--- src/rtl/byte_serial_adder32_pkg.sv ---
// Shared constants, state encoding and slice index type for the byte-serial
// 32-bit add/subtract unit.
package adder32_pkg;

  localparam int DATA_W  = 32;
  localparam int SLICE_W = 8;
  localparam int NSLICE  = DATA_W / SLICE_W;
  localparam int IDX_W   = (NSLICE > 1) ? $clog2(NSLICE) : 1;

  typedef logic [IDX_W-1:0] idx_t;

  typedef enum logic [1:0] {
    IDLE = 2'd0,
    RUN  = 2'd1,
    DONE = 2'd2
  } state_t;

endpackage

--- src/rtl/byte_serial_adder32_if.sv ---
// Request, slice bus and result handshake bundle for byte_serial_adder32.
// The adder is the slave; the requester/consumer side is the master.
interface byte_serial_adder32_if;
  import adder32_pkg::*;

  logic               in_valid;
  logic               in_ready;
  logic [DATA_W-1:0]  a;
  logic [DATA_W-1:0]  b;
  logic               sub;

  logic               slice_valid;
  logic [SLICE_W-1:0] slice_a;
  logic [SLICE_W-1:0] slice_b;

  logic               out_valid;
  logic               out_ready;
  logic [DATA_W-1:0]  sum;
  logic               carry;
  logic               overflow;
  logic               zero;
  logic               parity;

  modport slave (
    input  in_valid, a, b, sub, out_ready,
    output in_ready, slice_valid, slice_a, slice_b,
    output out_valid, sum, carry, overflow, zero, parity
  );

  modport master (
    output in_valid, a, b, sub, out_ready,
    input  in_ready, slice_valid, slice_a, slice_b,
    input  out_valid, sum, carry, overflow, zero, parity
  );

endinterface

--- src/rtl/byte_serial_adder32_add_slice8.sv ---
// Combinational SLICE_W-bit adder with carry-in/carry-out; one instance is
// time-shared across all slices of the operand.
module add_slice8
  import adder32_pkg::*;
(
  input  logic [SLICE_W-1:0] x,
  input  logic [SLICE_W-1:0] y,
  input  logic               cin,
  output logic [SLICE_W-1:0] s,
  output logic               cout
);

  assign {cout, s} = {1'b0, x} + {1'b0, y} + {{SLICE_W{1'b0}}, cin};

endmodule

--- src/rtl/byte_serial_adder32.sv ---
// Multi-cycle 32-bit add/subtract: one SLICE_W slice per cycle, LSB first,
// carry registered between slices, result returned over valid/ready.
module byte_serial_adder32
  import adder32_pkg::*;
(
  input  logic                  clk,
  input  logic                  rst,
  byte_serial_adder32_if.slave  bus
);

  state_t state_reg, state_next;

  logic [NSLICE-1:0][SLICE_W-1:0] a_reg;
  logic [NSLICE-1:0][SLICE_W-1:0] b_reg;
  logic [NSLICE-1:0][SLICE_W-1:0] sum_reg;
  logic [NSLICE-1:0][SLICE_W-1:0] sum_next;
  logic                           c_reg;
  idx_t                           idx_reg;

  logic carry_reg, overflow_reg, zero_reg, parity_reg;

  logic               accept;
  logic               last;
  logic [SLICE_W-1:0] slice_s;
  logic               slice_cout;

  always_comb begin
    state_next = state_reg;
    accept     = 1'b0;
    last       = 1'b0;
    case (state_reg)
      IDLE: begin
        if (bus.in_valid) begin
          accept     = 1'b1;
          state_next = RUN;
        end
      end
      RUN: begin
        if (idx_reg == idx_t'(NSLICE - 1)) begin
          last       = 1'b1;
          state_next = DONE;
        end
      end
      DONE: begin
        if (bus.out_ready) state_next = IDLE;
      end
      default: state_next = IDLE;
    endcase
  end

  always_ff @(posedge clk) begin
    if (rst) state_reg <= IDLE;
    else     state_reg <= state_next;
  end

  add_slice8 u_slice (
    .x    (a_reg[idx_reg]),
    .y    (b_reg[idx_reg]),
    .cin  (c_reg),
    .s    (slice_s),
    .cout (slice_cout)
  );

  // Only the byte under the current index takes the slice result.
  genvar gi;
  generate
    for (gi = 0; gi < NSLICE; gi++) begin : g_sum
      assign sum_next[gi] = (state_reg == RUN && idx_reg == idx_t'(gi)) ? slice_s : sum_reg[gi];
    end
  endgenerate

  always_ff @(posedge clk) begin
    if (rst) begin
      a_reg   <= '0;
      b_reg   <= '0;
      c_reg   <= 1'b0;
      idx_reg <= '0;
      sum_reg <= '0;
    end else if (accept) begin
      a_reg   <= bus.a;
      b_reg   <= bus.b ^ {DATA_W{bus.sub}};
      c_reg   <= bus.sub;
      idx_reg <= '0;
      sum_reg <= '0;
    end else if (state_reg == RUN) begin
      c_reg   <= slice_cout;
      sum_reg <= sum_next;
      if (!last) idx_reg <= idx_reg + idx_t'(1);
    end
  end

  // On the last slice sum_next already holds the complete result.
  always_ff @(posedge clk) begin
    if (rst) begin
      carry_reg    <= 1'b0;
      overflow_reg <= 1'b0;
      zero_reg     <= 1'b0;
      parity_reg   <= 1'b0;
    end else if (last) begin
      carry_reg    <= slice_cout;
      overflow_reg <= (a_reg[NSLICE-1][SLICE_W-1] == b_reg[NSLICE-1][SLICE_W-1]) &&
                      (sum_next[NSLICE-1][SLICE_W-1] != a_reg[NSLICE-1][SLICE_W-1]);
      zero_reg     <= (sum_next == '0);
      parity_reg   <= ^sum_next;
    end
  end

  assign bus.in_ready    = (state_reg == IDLE);
  assign bus.slice_valid = (state_reg == RUN);
  assign bus.slice_a     = a_reg[idx_reg];
  assign bus.slice_b     = b_reg[idx_reg];
  assign bus.out_valid   = (state_reg == DONE);
  assign bus.sum         = sum_reg;
  assign bus.carry       = carry_reg;
  assign bus.overflow    = overflow_reg;
  assign bus.zero        = zero_reg;
  assign bus.parity      = parity_reg;

endmodule
--- src/flat_wrapper.sv ---
// flat-port wrapper written by rule: the top's interface ports become plain ports
module byte_serial_adder32_flat import adder32_pkg::*;
  (clk, rst, bus_in_valid, bus_a, bus_b, bus_sub, bus_out_ready, bus_in_ready, bus_slice_valid, bus_slice_a, bus_slice_b, bus_out_valid, bus_sum, bus_carry, bus_overflow, bus_zero, bus_parity);
  byte_serial_adder32_if bus_i ();
  input  logic clk;
  input  logic rst;
  input wire logic [$bits(bus_i.in_valid)-1:0] bus_in_valid;
  input wire logic [$bits(bus_i.a)-1:0] bus_a;
  input wire logic [$bits(bus_i.b)-1:0] bus_b;
  input wire logic [$bits(bus_i.sub)-1:0] bus_sub;
  input wire logic [$bits(bus_i.out_ready)-1:0] bus_out_ready;
  output wire logic [$bits(bus_i.in_ready)-1:0] bus_in_ready;
  output wire logic [$bits(bus_i.slice_valid)-1:0] bus_slice_valid;
  output wire logic [$bits(bus_i.slice_a)-1:0] bus_slice_a;
  output wire logic [$bits(bus_i.slice_b)-1:0] bus_slice_b;
  output wire logic [$bits(bus_i.out_valid)-1:0] bus_out_valid;
  output wire logic [$bits(bus_i.sum)-1:0] bus_sum;
  output wire logic [$bits(bus_i.carry)-1:0] bus_carry;
  output wire logic [$bits(bus_i.overflow)-1:0] bus_overflow;
  output wire logic [$bits(bus_i.zero)-1:0] bus_zero;
  output wire logic [$bits(bus_i.parity)-1:0] bus_parity;
  assign bus_i.in_valid = bus_in_valid;
  assign bus_i.a = bus_a;
  assign bus_i.b = bus_b;
  assign bus_i.sub = bus_sub;
  assign bus_i.out_ready = bus_out_ready;
  assign bus_in_ready = bus_i.in_ready;
  assign bus_slice_valid = bus_i.slice_valid;
  assign bus_slice_a = bus_i.slice_a;
  assign bus_slice_b = bus_i.slice_b;
  assign bus_out_valid = bus_i.out_valid;
  assign bus_sum = bus_i.sum;
  assign bus_carry = bus_i.carry;
  assign bus_overflow = bus_i.overflow;
  assign bus_zero = bus_i.zero;
  assign bus_parity = bus_i.parity;
  byte_serial_adder32 u_core (.clk(clk), .rst(rst), .bus(bus_i));
endmodule
--- config.mk ---
export PLATFORM = sky130hd
export DESIGN_NAME = byte_serial_adder32_flat
export DESIGN_NICKNAME = d
export VERILOG_FILES = /design/src/rtl/byte_serial_adder32_pkg.sv /design/src/rtl/byte_serial_adder32_if.sv /design/src/rtl/byte_serial_adder32_add_slice8.sv /design/src/rtl/byte_serial_adder32.sv /design/src/flat_wrapper.sv
export SDC_FILE = /design/constraint.sdc
export NUM_CORES = 1
export LEC_CHECK = 0
export BUFFER_PORTS_ARGS = -buffer_cell sky130_fd_sc_hd__buf_2
export CAP_MARGIN = 40
export CORE_ASPECT_RATIO = 1.2
export CORE_MARGIN = 2
export CORE_UTILIZATION = 56
export DETAILED_ROUTE_END_ITERATION = 16
export HOLD_SLACK_MARGIN = 0.03
export PLACE_DENSITY_LB_ADDON = 0.1
export SETUP_SLACK_MARGIN = 0.05
export SYNTH_ARGS = -nofsm -noshare
export SYNTH_HDL_FRONTEND = slang
export SYNTH_SLANG_ARGS = --single-unit
--- constraint.sdc ---
create_clock -name clk -period 8.4 [get_ports clk]
set_input_delay 2.1 -clock clk [delete_from_list [all_inputs] [get_ports clk]]
set_output_delay 2.1 -clock clk [all_outputs]
set_load 0.005 [all_outputs]
Yosys cells after proc, flatten, opt, wreduce, memory -nomap -nowiden
Cells that the tools add are included.

word-level totals
  register bits = 105
  output and inout bits = 55
  word-level logic and storage cells = 66

operators by class
  equality and inequality tests = 10
  bitwise gates (word level) = 2
  multiplexer cells = 18
  magnitude comparators = 1
  reduce and logical (&&, ||, !) cells = 13
  add/subtract/negate cells = 3

operators with widths
  operator                                                    count
  2-to-1 mux 8 bit                                            6
  binary-select mux 8 bit (select 2 bit)                      2
  zero test 32 bit                                            1
  parity 32 bit                                               1
  XOR 32 bit                                                  1
  adder 8 x 8 -> 9 bit                                        1
  adder 9 x 1 -> 9 bit                                        1
  == test 2 bit, second input constant                        3
  2-to-1 mux 1 bit                                            6
  2-to-1 mux 2 bit                                            3
  case mux 2 bit (3 select lines)                             1
  logical AND 1 bit                                           5
  == test 2 x 1 -> 1 bit, second input constant               2
  zero test 2 bit                                             2
  != test 2 bit, second input constant                        2
  less-than comparator 2 x 3 -> 1 bit, second input constant  1
  AND reduction 3 bit                                         1
  adder 2 x 1 -> 2 bit, second input constant                 1
  != test 2 x 1 -> 1 bit, second input constant               1
  AND reduction 2 bit                                         1
  nonzero test 2 bit                                          1
  OR reduction 2 bit                                          1
  == test 1 bit                                               1
  != test 1 bit                                               1
  NOT 1 bit                                                   1

Logic depth before layout (Yosys ltp)
Gate-level depths: netlist of the first run.

  depth in word-level cells = 7
  depth in mapped cells = 19

By module
Synthesis of the first run repeated with hierarchy kept, for this count alone.

unflattened totals
  cells, all modules = 539
  area total of the unflattened synthesis = 5122.4 sq um

by module, submodules not included
  module               seq. area each (sq um)  cells an instance  area an instance (sq um)  times used
  byte_serial_adder32  2102.0                  497                4790.8                    1
  add_slice8           0.0                     42                 331.6                     1

Worst setup path after synthesis of the first run
OpenSTA, ideal clock, no wires.

  kind = register -> register
  start point = reg u_core.idx_reg[1]
  end point = reg u_core.parity_reg, in the netlist u_core.bus.parity
  setup slack = 3842 ps
  arrival = 4426 ps
  data required time = 8268 ps
  clock period less this slack = 4558 ps
  path buffers = 2
  stages on the path, launching flop included = 20
  path through = dfxtp_1 clkbuf_1 clkbuf_1 mux4_2 fa_1 inv_1 fa_1 nand2b_1 o2bb2ai_2 o311a_1 a21oi_1 a21oi_1 ha_1 xor2_1 xnor2_1 xnor2_1 xnor2_1 or4b_1 nand4_1 nor3_1

between the ends
  longest elaborated chain between the ends = 6
  elaborated cells on any way between the ends = 21
  those cells by class = add/sub: 2; eq/ne: 3; mux: 10; reduce/logical: 6

RTL lines
  element                                   RTL line                              source
  start, declared                           byte_serial_adder32.sv:18             idx_t idx_reg;
  start signal, assigned                    byte_serial_adder32.sv:88             if (!last) idx_reg <= idx_reg + idx_t'(1);
  binary-select mux 8 bit (select 2 bit) *  -
  2-to-1 mux 8 bit *                        -
  net bus_slice_b[0]                        flat_wrapper.sv:15                    output wire logic [$bits(bus_i.slice_b)-1:0] bus_slice_b;
  adder 8 x 8 -> 9 bit *                    byte_serial_adder32_add_slice8.sv:13  assign {cout, s} = {1'b0, x} + {1'b0, y} + {{SLICE_W{1'b0}}, cin};
  adder 9 x 1 -> 9 bit *                    byte_serial_adder32_add_slice8.sv:13
  2-to-1 mux 8 bit                          byte_serial_adder32.sv:68             assign sum_next[gi] = (state_reg == RUN && idx_reg == idx_t'(gi)) ? slice_s : sum_reg[gi];
  parity 32 bit *                           byte_serial_adder32.sv:104            parity_reg <= ^sum_next;
  end signal, assigned                      byte_serial_adder32.sv:104
  end, declared                             byte_serial_adder32.sv:20             logic carry_reg, overflow_reg, zero_reg, parity_reg;

The timed path passes the listed nets; every way through them passes the cells marked *. The select of a mux whose other input is x is not followed.
A chain may end at the register's enable or synchronous reset.

Worst setup path in the final report of the first run
  start point = reg u_core.idx_reg[0]
  end point = reg u_core.parity_reg, in the netlist u_core.bus.parity

between the ends
  longest elaborated chain between the ends = 6
  elaborated cells on any way between the ends = 21
  those cells by class = add/sub: 2; eq/ne: 3; mux: 10; reduce/logical: 6

RTL lines
  element                                                           RTL line
  binary-select mux 8 bit (select 2 bit), on equally long branches  byte_serial_adder32.sv:57, byte_serial_adder32.sv:58
  2-to-1 mux 8 bit, on equally long branches                        byte_serial_adder32.sv:57, byte_serial_adder32.sv:58
  adder 8 x 8 -> 9 bit                                              byte_serial_adder32_add_slice8.sv:13
  adder 9 x 1 -> 9 bit                                              byte_serial_adder32_add_slice8.sv:13
  2-to-1 mux 8 bit                                                  byte_serial_adder32.sv:68
  parity 32 bit                                                     byte_serial_adder32.sv:104

Parallel ways exist; a longest one is shown, timed or not. The select of a mux whose other input is x is not followed.

==> results of run 1 <==
cells by family (layout without fill, tap and decap cells):
logic type / count (synthesis) / after routing / synth area share (%)
AO/OA/AOI/OAI: 101 / 101 / 12.4
XOR/XNOR: 51 / 51 / 8.74
adder cells (fa/ha/maj): 28 / 28 / 7.15
buffers and inverters: 48 / 152 / 3.79
flip-flops: 105 / 105 / 41.1
multiplexers: 37 / 37 / 11.2
AND/OR/NAND/NOR: 192 / 192 / 15.6
per-layer routing:
metal	track usage, %	up-vias
li1	-	2136
met1	29.1	1962
met2	45.0	104
met3	4.77	15
met4	8.98	0
met5	0	-
path summary, 6_finish.rpt:
| check | from | endpoint | slack, ps | cells after the start |
|---|---|---|---|---|
| max | u_core.idx_reg[0]$_SDFFE_PP0P_ | u_core.bus.parity$_SDFFE_PP0P_ | 3600 | 16 |
| min | u_core.a_reg[18]$_SDFFE_PP0P_ | u_core.a_reg[18]$_SDFFE_PP0P_ | 460 | 2 |
| max reg2reg | u_core.idx_reg[0]$_SDFFE_PP0P_ | u_core.bus.parity$_SDFFE_PP0P_ | 3600 | 16 |
| min reg2reg | u_core.a_reg[18]$_SDFFE_PP0P_ | u_core.a_reg[18]$_SDFFE_PP0P_ | 460 | 2 |
layout make-up:
class / instances / share of cell area (%)
clock buffer: 11 / 2.36
clock inverter: 5 / 0.897
inverter: 7 / 0.438
multi-input combinational: 409 / 47.0
sequential: 105 / 35.0
tap: 120 / 2.50
timing repair buffer: 129 / 11.8
power breakdown:
group | leakage, nW | total [mW] | internal, mW | switching [mW]
Combinational | 1.61 | 0.239 | 0.106 | 0.133
Clock | 0.103 | 0.314 | 0.146 | 0.168
Sequential | 0.859 | 0.541 | 0.525 | 0.0159
Total | 2.57 | 1.09 | 0.777 | 0.317
stage by stage:
stage	setup WS [ps]	cells	hold slack, ps
4_1_cts	3580	786	460
5_1_grt	3210	786	482
3_3_place_gp	3470	767	440
2_1_floorplan	3840	562	433
6_report	3600	786	457
3_5_place_dp	3630	770	447
tightest hold or removal path, cell delays in order (launching register included):
cell     delay (ps)
dfxtp_1         320
nand2_1          50
a21oi_1          50
synthesized netlist by cell type, drive strengths merged:
cell / n
o21a: 1
o2bb2ai: 1
o221a: 1
o311a: 1
and2: 2
or4b: 3
a211oi: 34
or4: 1
nand3b: 1
ha: 26
nand4: 5
inv: 7
o21ai: 4
clkbuf: 31
nor4: 1
mux4: 16
nand3: 2
nor2: 88
xnor2: 47
o211ai: 3
dfxtp: 105
nor3: 3
a31oi: 1
nor2b: 5
buf: 10
nand2b: 3
mux2i: 21
xor2: 4
nand2: 77
or3: 1
a21oi: 55
fa: 2
==> results.cfg, run 1 <==
[outcome]
status = complete, no violations

[timing]
max_freq_mhz = 209
setup_viol = 0
finalSetupTns_ps = 0
max_slew.worst_pin.slew_ps = 901
fin_worst_skew_ps = 8.48
slew_headroom_pct = 40.0
period_share_pct = 57.1
finalCriticalPeriod_ps = 4800
slew_viol_final = 0
rsz0062_at_grt = false
hold_violations = 0

[floorplan]
core_area_mm2 = 0.00894
start_util_pct = 57.2
ios = 124
die_w_um = 91.2
die_area_mm2 = 0.00991
die_h_um = 109
core.rowCount = 38

[yosys]
synth_nets = 659
synthTopCellsByArea = dfxtp_1, xnor2_1, mux4_2, nor2_1, ha_1
ys_warn_count = 0
yosys.area.top_type = dfxtp_1
synthCells = 562
yosys.area.top_type_share_pct = 41.1
syn_area_mm2 = 0.00511
syn_area_per_cell_um2 = 9.09
ys_seq_elements = 105
synth.distinct_cells = 37
yosysSeqAreaShare_pct = 41.1

[detailed_routing]
wl_met3_um = 615
wl_um = 11900
highest_layer = met4
drc = 0
route.met2.wl_um = 6230
post_drt_wl_per_cell_um = 15.2
drtAntennaViolNets = 0
num_vias = 4217
drt_iter0_drc = 137
detail_route.first_pass.iterations = 4
via_per_inst = 5.37
met1_length_um = 4920

[setup_path]
worstPathMaxFanout = 20
cpPeakStageDelay_ps = 590
required_ps = 8640
critical_path.top_delay_family = compound AO/OA/AOI/OAI gates
worstSetupEndpointType = flop
critPathSlowestCell = mux4_2
crit_chain = buf_4 -> mux4_2 -> fa_1 -> a21oi_1 -> nor2_1 -> o221a_1 -> a211oi_2 -> mux2i_1 -> ha_1 -> xor2_1 -> xnor2_1 -> xnor2_1 -> xnor2_1 -> or4b_1 -> nand4_1 -> nor3_1
critPathMostFrequentCell = xnor2_1
startpoint_type = flop
worstSetupPathType = reg2reg
arrival_ps = 5040
path_buf_inv = 1

[global_route]
grt_overflow = 0
antenna_found_initial = 0
grt_max_degree = 99
grt_pass1_vias = 4018
grt_pass1_wl_um = 19200
grtUsageTotal_pct = 24.8

[clocking]
cts-resized-gates = 0
root_buffer = clkbuf_8
htree_num_levels = 3
postCtsHoldBufs = 0
clk_latency_ps = 380
clock_path_buffers = 2
numClockSinks = 105
post_cts_buffers = 0
cts_buffers = 9
cts_tree = yes
cts.clk_slew.worst_paths_ps = 90

[finish]
fin_area_mm2 = 0.00600
fin_util_pct = 67.1
nets = 758
synthToLayoutAreaGrowth_pct = 17.4
layout_common_cells = buf_2, dfxtp_1, nor2_1
seqCellArea_mm2 = 0.00210
multi_input_area_mm2 = 0.00282
layout_commonest_cell = buf_2
drive_gt1_share_pct = 24.8
fillers = 766
diodes = 0

[power]
peakVddDrop_mv = 0.111
p_leak_nw = 2.57
power_density_mw_per_mm2 = 182
power.total_mw = 1.09

[place]
hpwlAfterDp_um = 9130
io_buffer_count = 123
gp_congestion = 0.916
placed_cell_area_mm2 = 0.00580

[job]
maxCapViolCount = 0

[min_path]
hp-class = reg2reg
(Power assumes the default switching activity.)
==> run 2, diff against run 1 <==
--- a/config.mk
+++ b/config.mk
@@ -9,7 +9,7 @@
 export CAP_MARGIN = 40
 export CORE_ASPECT_RATIO = 1.2
 export CORE_MARGIN = 2
-export CORE_UTILIZATION = 56
+export CORE_UTILIZATION = 54
 export DETAILED_ROUTE_END_ITERATION = 16
 export HOLD_SLACK_MARGIN = 0.03
 export PLACE_DENSITY_LB_ADDON = 0.1
==> constraint.sdc (replaced) <==
create_clock -name clk -period 4.85 [get_ports clk]
set_input_delay 1.2125 -clock clk [delete_from_list [all_inputs] [get_ports clk]]
set_output_delay 1.2125 -clock clk [all_outputs]
set_load 0.005 [all_outputs]
==> results.cfg, run 2 (same netlist as run 1, synthesis figures left out) <==
[timing]
hold_violations = 0
finalCriticalPeriod_ps = 4510
slew_viol_final = 0
max_freq_mhz = 222
holdWs_ps = 458
rsz0062_at_grt = false
period_share_pct = 92.9
setup_viol = 0
finalSetupTns_ps = 0
max_slew.worst_pin.slew_ps = 860
fin_worst_skew_ps = 11.8
slew_headroom_pct = 42.7

[floorplan]
core_area_mm2 = 0.00913
die_w_um = 92.8
die_h_um = 111
die_area_mm2 = 0.0103
core.rowCount = 38
ios = 124
start_util_pct = 56.0

[clocking]
numClockSinks = 105
post_cts_buffers = 0
root_buffer = clkbuf_8
clk_latency_ps = 370
htree_num_levels = 3
cts.clk_slew.worst_paths_ps = 90
clock_path_buffers = 2
cts_buffers = 9
cts_tree = yes

[setup_path]
critPathMostFrequentCell = xnor2_1
worstPathMaxFanout = 9
path_buf_inv = 2
critPathSlowestCell = mux4_2
required_ps = 5080
crit_chain = buf_6 -> mux4_2 -> fa_1 -> inv_1 -> fa_1 -> nand2b_1 -> o2bb2ai_2 -> o311a_4 -> a21oi_1 -> a21oi_1 -> ha_1 -> xnor2_1 -> xnor2_1 -> xnor2_1 -> xnor2_2 -> or4b_1 -> nand4_1 -> nor3_1
cpPeakStageDelay_ps = 550
startpoint_type = flop
critical_path.top_delay_family = adder cells
worstSetupEndpointType = flop
critical_path_depth = 18
worstSetupPathType = reg2reg
worst-r2r-cell-count = 18
arrival_ps = 4730

[power]
p_leak_nw = 2.60
power_density_mw_per_mm2 = 327
p_int_mw = 1.42
p_comb_share_pct = 22.0
peakVddDrop_mv = 0.228
clockPowerShare_pct = 30.6
seq_power_share_pct = 47.4
power_switching_share_pct = 28.0
power.switching_uw = 553

[detailed_routing]
num_vias = 4244
wl_um = 12300
detail_route.first_pass.iterations = 4
drt_iter0_drc = 153
drtAntennaViolNets = 0
post_drt_wl_per_cell_um = 15.6
via_per_inst = 5.38
drc = 0

[global_route]
antenna_found_initial = 0
grt_max_degree = 72
grt_pass1_vias = 4192
grt_pass1_wl_um = 19800
grtUsageTotal_pct = 24.3
grt_overflow = 0

[min_path]
hp-class = reg2reg
hold_depth = 2

[finish]
diodes = 0
nets = 761
layout_commonest_cell = buf_2
synthToLayoutAreaGrowth_pct = 18.0
drive_gt1_share_pct = 25.4
layout_common_cells = buf_2, dfxtp_1, nor2_1
fin_area_mm2 = 0.00603

[place]
gp_congestion = 0.902
io_buffer_count = 123
hpwlAfterDp_um = 9350
placed_cell_area_mm2 = 0.00578

[outcome]
status = complete, no violations

[job]
maxCapViolCount = 0
==> run 2: cell count changes in the layout (fill, tap and decap cells not counted), moves of 2 or more <==
cell	previous run	this run
buf_16	2	0
buf_4	3	8
clkbuf_1	1	3
clkinv_2	3	0
xnor2_1	47	45
xnor2_2	0	2
==> run 2: final cells by class <==
cell class,count,area (µm²)
clock buffer,14,163
clock inverter,2,60.1
fill,793,3100
inverter,7,26.3
multi-input combinational,409,2840
sequential,105,2100
tap,120,150
timing repair buffer,132,687
==> run 2: power by group through the flow <==
stage	clock [mW]	combinational [mW]	sequential [mW]
6_report	0.603	0.434	0.937
3_5_place_dp	0	0.418	0.957
3_3_place_gp	0	0.409	0.955
2_1_floorplan	0	0.297	0.946
5_1_grt	0.647	0.474	0.942
4_1_cts	0.613	0.422	0.936
==> run 2: layer usage <==
metal	GRT usage, %	wire length [µm]
met5	0	0
met4	11.1	376
met3	4.37	607
met1	29.4	5230
met2	41.4	6080
==> run 2: worst paths after layout <==
kind	from	to	slack, ps
worst min-delay path	u_core.bus.sum[31]$_SDFFE_PP0P_	u_core.bus.sum[31]$_SDFFE_PP0P_	460
worst min register to register	u_core.bus.sum[31]$_SDFFE_PP0P_	u_core.bus.sum[31]$_SDFFE_PP0P_	460
worst max register to register	u_core.idx_reg[0]$_SDFFE_PP0P_	u_core.bus.parity$_SDFFE_PP0P_	340
worst max-delay path	u_core.idx_reg[0]$_SDFFE_PP0P_	u_core.bus.parity$_SDFFE_PP0P_	340
==> run 2: what timing repair did <==
action                                  4_1_cts  5_1_grt
endpoints found under the setup margin        1        1
hold buffers                                  0        0
gates resized for setup                       1        4
pin swaps                                     0        2
==> run 2: stage by stage <==
| stage | instances | util [%] | power (mW) | setup slack, ps |
|---|---|---|---|---|
| 5_1_grt | 789 | 66.1 | 2.06 | 63.5 |
| 2_1_floorplan | 562 | - | 1.24 | 292 |
| 6_report | 789 | 66.1 | 1.97 | 344 |
| 3_5_place_dp | 773 | 63.3 | 1.37 | 37.9 |
| 4_1_cts | 789 | 65.8 | 1.97 | 129 |
| 3_3_place_gp | 773 | 63.3 | 1.36 | 207 |
==> run 2: worst register-to-register path, delay by kind of cell (launching register included) <==
family,cells,cell delay [ps]
AOI/OAI and AO/OA,4,750
xor gates and xnor gates,4,720
and+or+nand+nor,4,730
buffers and inverters,2,290
muxes,1,550
DFF,1,400
adders and majority gates,3,920
